===== config.mk =====
export PLATFORM = sky130hd
export DESIGN_NAME = hazard_scoreboard
export DESIGN_NICKNAME = d
export VERILOG_FILES = /design/src/rtl/hazard_pkg.sv /design/src/rtl/sb_regfile_bits.sv /design/src/rtl/hazard_scoreboard.sv
export SDC_FILE = /design/constraint.sdc
export NUM_CORES = 1
export LEC_CHECK = 0
export CORE_MARGIN = 2
export CORE_UTILIZATION = 46
export DETAILED_ROUTE_END_ITERATION = 8
export PLACE_DENSITY_LB_ADDON = 0.3
export SLEW_MARGIN = 20
export SYNTH_ARGS = -nofsm -noshare
export SYNTH_HDL_FRONTEND = slang
export SYNTH_SLANG_ARGS = --single-unit

===== constraint.sdc =====
create_clock -name clk -period 3 [get_ports clk]
set_clock_uncertainty 0.05 [all_clocks]
set_input_delay 0.3 -clock clk [delete_from_list [all_inputs] [get_ports clk]]
set_output_delay 0.3 -clock clk [all_outputs]
set_load 0.05 [all_outputs]

===== src/rtl/hazard_pkg.sv =====
// Shared types and defaults for the ID-stage hazard scoreboard.
package hazard_pkg;

  typedef enum logic [1:0] {
    RUN   = 2'd0,
    FLUSH = 2'd1,
    DRAIN = 2'd2
  } hz_state_e;

  localparam int NREG_DEF  = 32;
  localparam int REG_W_DEF = 5;
  localparam int X0        = 0;

endpackage


===== src/rtl/sb_regfile_bits.sv =====
// Per-register pending bits for outstanding loads. If a register is set and
// cleared in the same cycle, the set wins. Bad responses raise a sticky error.
module sb_regfile_bits
  import hazard_pkg::*;
#(
  parameter int NREG  = NREG_DEF,
  parameter int REG_W = REG_W_DEF
) (
  input  logic             clk,
  input  logic             rst,
  input  logic             set_en,
  input  logic [REG_W-1:0] set_rd,
  input  logic             clr_en,
  input  logic [REG_W-1:0] clr_rd,
  output logic [NREG-1:0]  pending,
  output logic             set_fire,
  output logic             clr_fire,
  output logic             resp_err
);

  localparam logic [REG_W-1:0] X0_IDX = REG_W'(X0);

  logic [NREG-1:0] pending_q, pending_d;
  logic            resp_err_q, resp_err_d;

  assign set_fire = set_en && (set_rd != X0_IDX);
  // A clear is only valid against a pending, non-zero register.
  assign clr_fire = clr_en && (clr_rd != X0_IDX) && pending_q[clr_rd];

  generate
    for (genvar gi = 0; gi < NREG; gi++) begin : g_bit
      if (gi == X0) begin : g_x0
        assign pending_d[gi] = 1'b0;
      end else begin : g_reg
        logic hit_set, hit_clr;
        assign hit_set       = set_fire && (set_rd == REG_W'(gi));
        assign hit_clr       = clr_fire && (clr_rd == REG_W'(gi));
        assign pending_d[gi] = hit_set | (pending_q[gi] & ~hit_clr);
      end
    end
  endgenerate

  assign resp_err_d = resp_err_q | (clr_en & ~clr_fire);

  always_ff @(posedge clk or posedge rst) begin
    if (rst) begin
      pending_q  <= '0;
      resp_err_q <= 1'b0;
    end else begin
      pending_q  <= pending_d;
      resp_err_q <= resp_err_d;
    end
  end

  assign pending  = pending_q;
  assign resp_err = resp_err_q;

endmodule


===== src/rtl/hazard_scoreboard.sv =====
// ID-stage hazard control: load scoreboard, branch-flush sequencer,
// fence drain, outstanding-load limit and stall performance counter.
module hazard_scoreboard
  import hazard_pkg::*;
#(
  parameter int NREG      = NREG_DEF,
  parameter int REG_W     = REG_W_DEF,
  parameter int MAX_OUT   = 4,
  parameter int OUT_W     = 3,
  parameter int FLUSH_CYC = 2,
  parameter int PERF_W    = 32
) (
  input  logic              clk,
  input  logic              rst,
  input  logic              id_valid,
  input  logic [REG_W-1:0]  id_rs1,
  input  logic [REG_W-1:0]  id_rs2,
  input  logic              id_rs1_used,
  input  logic              id_rs2_used,
  input  logic [REG_W-1:0]  id_rd,
  input  logic              id_regwrite,
  input  logic              id_memread,
  input  logic              id_fence,
  input  logic              mem_resp_valid,
  input  logic [REG_W-1:0]  mem_resp_rd,
  input  logic              branch_taken,
  output logic              stall,
  output logic              pc_write,
  output logic              if_id_write,
  output logic              id_ex_bubble,
  output logic              if_id_flush,
  output logic [NREG-1:0]   pending,
  output logic [OUT_W-1:0]  outstanding,
  output logic              resp_err,
  output logic [PERF_W-1:0] stall_cycles
);

  localparam int               FC_W    = $clog2(FLUSH_CYC + 1);
  localparam logic [REG_W-1:0] X0_IDX  = REG_W'(X0);
  localparam logic [OUT_W-1:0] OUT_MAX = OUT_W'(MAX_OUT);

  hz_state_e         state_q, state_d;
  logic [FC_W-1:0]   flush_cnt_q, flush_cnt_d;
  logic [OUT_W-1:0]  out_q, out_d;
  logic [PERF_W-1:0] stall_cnt_q, stall_cnt_d;

  logic raw, waw, full, haz, fence_wait, issue;
  logic set_en, set_fire, clr_fire;

  sb_regfile_bits #(
    .NREG  (NREG),
    .REG_W (REG_W)
  ) u_bits (
    .clk      (clk),
    .rst      (rst),
    .set_en   (set_en),
    .set_rd   (id_rd),
    .clr_en   (mem_resp_valid),
    .clr_rd   (mem_resp_rd),
    .pending  (pending),
    .set_fire (set_fire),
    .clr_fire (clr_fire),
    .resp_err (resp_err)
  );

  assign raw  = (id_rs1_used && pending[id_rs1] && (id_rs1 != X0_IDX)) ||
                (id_rs2_used && pending[id_rs2] && (id_rs2 != X0_IDX));
  assign waw  = id_regwrite && (id_rd != X0_IDX) && pending[id_rd];
  assign full = id_memread && (out_q == OUT_MAX);
  assign haz  = id_valid && (raw || waw || full);
  // The fence is held in ID from the moment it sees loads in flight, so it
  // issues only once the drain completes.
  assign fence_wait = id_valid && id_fence && (out_q != '0);

  always_comb begin
    stall = 1'b0;
    unique case (state_q)
      RUN:     stall = haz | fence_wait;
      DRAIN:   stall = 1'b1;
      default: stall = 1'b0;
    endcase
  end

  assign issue  = id_valid && !stall && (state_q == RUN);
  assign set_en = issue && id_memread && id_regwrite;

  always_comb begin
    out_d = out_q;
    if (set_fire && !clr_fire && (out_q != OUT_MAX)) begin
      out_d = out_q + OUT_W'(1);
    end else if (!set_fire && clr_fire && (out_q != '0)) begin
      out_d = out_q - OUT_W'(1);
    end
  end

  always_comb begin
    state_d     = state_q;
    flush_cnt_d = flush_cnt_q;
    unique case (state_q)
      RUN: begin
        if (fence_wait) state_d = DRAIN;
      end
      FLUSH: begin
        flush_cnt_d = flush_cnt_q - FC_W'(1);
        if (flush_cnt_q <= FC_W'(1)) state_d = RUN;
      end
      DRAIN: begin
        if (out_d == '0) state_d = RUN;
      end
      default: state_d = RUN;
    endcase
    // A taken branch overrides everything and restarts the flush window.
    if (branch_taken) begin
      state_d     = FLUSH;
      flush_cnt_d = FC_W'(FLUSH_CYC);
    end
  end

  always_comb begin
    stall_cnt_d = stall_cnt_q;
    if (stall && (stall_cnt_q != '1)) stall_cnt_d = stall_cnt_q + PERF_W'(1);
  end

  always_ff @(posedge clk or posedge rst) begin
    if (rst) begin
      state_q     <= RUN;
      flush_cnt_q <= '0;
      out_q       <= '0;
      stall_cnt_q <= '0;
    end else begin
      state_q     <= state_d;
      flush_cnt_q <= flush_cnt_d;
      out_q       <= out_d;
      stall_cnt_q <= stall_cnt_d;
    end
  end

  assign pc_write     = ~stall;
  assign if_id_write  = ~stall;
  assign if_id_flush  = (state_q == FLUSH);
  assign id_ex_bubble = stall | (state_q == FLUSH);
  assign outstanding  = out_q;
  assign stall_cycles = stall_cnt_q;

endmodule

==> results <==
- The flow ran to the end, but the final reports show violations.
- The final reports fail on negative setup slack.
- The sequential share of the synthesized area is 0.3911.
- CTS built an H-tree with a depth of 3.
- The global-route wire length before repair is 23.73 mm.
- Clock tree synthesis inserted a total of 9 buffers.
- The final estimated routing congestion in global placement is 0.9787.
- The max-slew violation count is 0.
- The synthesized netlist contains 59 unique library cells.
- The total number of placement rows is 36.
- For this design the ratio of total power to cell area is 482.0 nW/um2.
- The routed wire length is 15.74 mm.
- The number of nets handed over by synthesis was 484.
- The count of inserted antenna diode cells is 0.
- In the layout the commonest cells are sky130_fd_sc_hd__clkdlybuf4s50_1, sky130_fd_sc_hd__buf_4, sky130_fd_sc_hd__dfrtp_1.
- The worst-margin pin slew is 0.8989 ns.
- For this configuration, the core starts out at a cell density of 0.4691.
- Setup violations remaining at the end of the flow were counted as 46.
- The buffer depth of the longest clock path is 2.
- The total number of yosys warnings is 0.
- Setup slack on the critical path of the routed design comes to -0.3149 ns.
- The most used flip-flop cell after synthesis is sky130_fd_sc_hd__dfrtp_1.
- The maximum resistive drop on vdd is 0.0003841 V.
- The sum of negative setup slack is -5.259 ns.
- The total power after layout is 3.432 mW.
- The number of sinks on the clock net is 71.
- The clock root buffer is sky130_fd_sc_hd__clkbuf_8.
- The number of global-route vias before repair came to 4558.
- The height of the die is 103.4 um.
- Of the cells placed in the final design, the portion with a size suffix greater than 1 is 0.4142.
- Counting I/O delays and the setup requirement, the final critical path takes 3.315 ns.
- The initial antenna violation count is 0.
- The width of the chip is 103.4 um.
- The worst register-to-register path has a setup slack of -0.20 ns.
- The startpoint identified for the worst hold timing path is u_bits.resp_err$_DFF_PP0_.
- The synthesis-to-layout area growth is 56.73%.
- The number of vias after detailed routing is 4598.
- The leftover overflow at the end of global routing is 0.
- The endpoint required time on the critical path is 2.65 ns.
- The critical path buffer and inverter count is 4.
- In this run the static leakage power is 2.975 nW.
- The mean area per synthesized cell is 10.12 um2.
- The reg-to-reg startpoint is u_bits.pending[7]$_DFF_PP0_.
- The count of flip-flops with a built-in enable after synthesis is 0.
- The global routing usage summed across all routing layers is 0.2934.
- The clock latency on the worst-skew pair is 0.35 ns.
- Including well taps, the total number of placed cells is 744.
- The first detailed-routing pass took 5 iterations.
- The clock slew at the register clock pins of the worst setup and hold paths is 0.08 ns.
- The pre-CTS setup slack is -0.6438 ns.
- Along the worst hold path, the cell count comes to 1.
- The flip-flop and latch count after synthesis is 71.
- The timing-limited maximum frequency is 301.7 MHz.
- The post-detailed-route via-to-cell ratio is 5.895.
- In this run the worst path has a maximum fanout of 3.
- The TritonCTS clock tree is done.
- Setup repair after global routing could not meet its margin everywhere.
- The destination of the worst hold path is u_bits.resp_err$_DFF_PP0_.
- The cell count after synthesis came out at 449.
- After synthesis the cells add up to 4543 um2.
- The die footprint is 10690 um2.
- The area of the core is 9684 um2.
- The type of origin of the critical path is a flip-flop.
- The number of cells on the worst reg-to-reg path is 14.
- The endpoint class of the critical path is an output port.
- The worst setup path is of the reg -> out kind.
- The detailed-placement wirelength estimate is 11.20 mm.
- For this design the top-level I/O count stands at 103.
- The number of standard cells in the layout, taps in and fillers out is 780.
- The number of hold-slack violations in the final timing report is 0.
- The post-detailed-route wirelength per cell is 20.18 um.
- The path class of the tightest hold or removal check is reg -> reg.
- Of all flip-flops after synthesis, the portion carrying an async set or reset was 1.000.
- The critical path's largest stage delay is 0.47 ns.
- The detailed router's first-iteration violation count is 414.
- The relative max-transition margin is 0.4007.
- Among all stages on the critical path, the largest delay is contributed by sky130_fd_sc_hd__or4_4.
- The endpoint identified for the worst register-to-register timing path is state_q[1]$_DFFE_PP0P_.
- The share of the clock period used by the worst path after layout is 1.105.
- The maximum number of pins on one net before global-route repair is 72.
- Across all hold checks on the routed design, the worst slack comes to 0.4084 ns.
- The tool flagged a number of max-cap violations equal to 0.
- Traced cell by cell, the critical path runs through buf_6, mux4_2, mux2i_1, a221oi_2, or4_4, o31ai_4, buf_12, inv_6, or2_4, buf_8.
- The library cell used most frequently in the layout, excluding fill and tap cells, is sky130_fd_sc_hd__clkdlybuf4s50_1.
- During placement, the flow inserted port buffers numbering 101.
- After detailed routing, the number of remaining DRC violations is 0.
- The family with the most delay on the worst path is simple AND/OR/NAND/NOR gates.
- After the last flow step, the layout net total stands at 677.
- Data on the critical path arrives at its endpoint at 2.96 ns.
- The count of nets left with antenna violations once routing finished came out at 0.
## worst register-to-register path, delay by kind of cell, from the launching register on
| family | cells | cell delay [ns] |
|---|---|---|
| simple gates | 3 | 0.74 |
| buf+inv | 5 | 0.71 |
| compound gates | 4 | 0.57 |
| mux | 2 | 0.63 |
| flops | 1 | 0.45 |
## Yosys cell counts (5+ instances only)
cell / count / area share
sky130_fd_sc_hd__dfrtp_1: 71 / 0.39
sky130_fd_sc_hd__nand2_1: 30 / 0.025
sky130_fd_sc_hd__nor3_1: 9 / 0.0099
sky130_fd_sc_hd__nor2_1: 25 / 0.021
sky130_fd_sc_hd__nand3_1: 20 / 0.022
sky130_fd_sc_hd__o41ai_1: 5 / 0.0096
sky130_fd_sc_hd__mux2_2: 8 / 0.020
sky130_fd_sc_hd__nor2b_1: 11 / 0.015
sky130_fd_sc_hd__mux4_2: 25 / 0.12
sky130_fd_sc_hd__buf_2: 8 / 0.0088
sky130_fd_sc_hd__nand4_1: 9 / 0.012
sky130_fd_sc_hd__inv_1: 18 / 0.015
sky130_fd_sc_hd__xnor2_1: 21 / 0.040
sky130_fd_sc_hd__xor2_1: 11 / 0.021
sky130_fd_sc_hd__nand2b_1: 5 / 0.0069
sky130_fd_sc_hd__mux2i_1: 14 / 0.031
sky130_fd_sc_hd__and3_1: 6 / 0.0083
sky130_fd_sc_hd__nand3b_1: 8 / 0.013
sky130_fd_sc_hd__o21ai_0: 58 / 0.064
sky130_fd_sc_hd__and2_1: 10 / 0.014
sky130_fd_sc_hd__ha_1: 5 / 0.014
sky130_fd_sc_hd__clkbuf_1: 12 / 0.0099
## timing repair
action / 4_1_cts / 5_1_grt
gates resized for setup: 84 / 62
gates cloned: 1 / 0
hold buffers: 0 / 0
endpoints found under the setup margin: 57 / 71
pin swaps: 31 / 21
buffers inserted: 15 / 6
## sequential cells by signal, summed over array words and instances, names as in the netlist
name,flops
state_q,2
u_bits.resp_err,1
flush_cnt_q,2
stall_cycles,32
outstanding,3
u_bits.pending,31
## where the power goes
| part | internal [mW] | switching (mW) | leakage, nW |
|---|---|---|---|
| Combinational | 0.671 | 0.886 | 2.00 |
| Clock | 0.299 | 0.379 | 0.0854 |
| Sequential | 1.07 | 0.131 | 0.886 |
## layout make-up
cell class	instances	area, um2
Clock inverter	7	47.55
Clock buffer	9	123.9
Inverter	19	76.32
Sequential cell	71	1817
Timing Repair Buffer	206	1908
Multi-Input combinational cell	335	2982
Fill cell	695	2564
Tap cell	133	166.4
## metal layers
metal,wire length (um),global-route usage
met1,6402,0.3916
met2,7638,0.4809
met3,1225,0.05040
met4,477,0.1123
met5,0,0
## worst max path at each step
stage / from / end / cells after the start
2_1_floorplan: u_bits.pending[31]$_DFF_PP0_ / stall_cycles[24]$_DFFE_PP0P_ / 12
3_3_place_gp: id_rs2[2] / stall_cycles[23]$_DFFE_PP0P_ / 12
3_5_place_dp: id_rs2[2] / stall_cycles[23]$_DFFE_PP0P_ / 12
4_1_cts: u_bits.pending[7]$_DFF_PP0_ / id_ex_bubble / 10
5_1_grt: u_bits.pending[7]$_DFF_PP0_ / id_ex_bubble / 10
6_report: u_bits.pending[7]$_DFF_PP0_ / id_ex_bubble / 10
## cell families (layout without fill, tap and decap cells)
group | count (synthesis) | after routing | synth area share
muxes | 47 | 47 | 0.1746
DFF | 71 | 71 | 0.3911
xor gates and xnor gates | 33 | 33 | 0.06527
adders and majority gates | 5 | 5 | 0.01377
and+or+nand+nor | 152 | 153 | 0.1829
buffers and inverters | 44 | 241 | 0.04213
AOI/OAI and AO/OA | 96 | 96 | 0.1294
other | 1 | 1 | 0.0008254
## stage by stage
| step | instance area [um2] | util |
|---|---|---|
| 5_1_grt | 7121 | 0.7353 |
| 2_1_floorplan | 4627 | - |
| 6_report | 7121 | 0.7353 |
| 3_5_place_dp | 6341 | 0.6548 |
| 3_3_place_gp | 6341 | 0.6548 |
| 4_1_cts | 6838 | 0.7061 |
No activity file was read; power rests on OpenSTA's default activity.
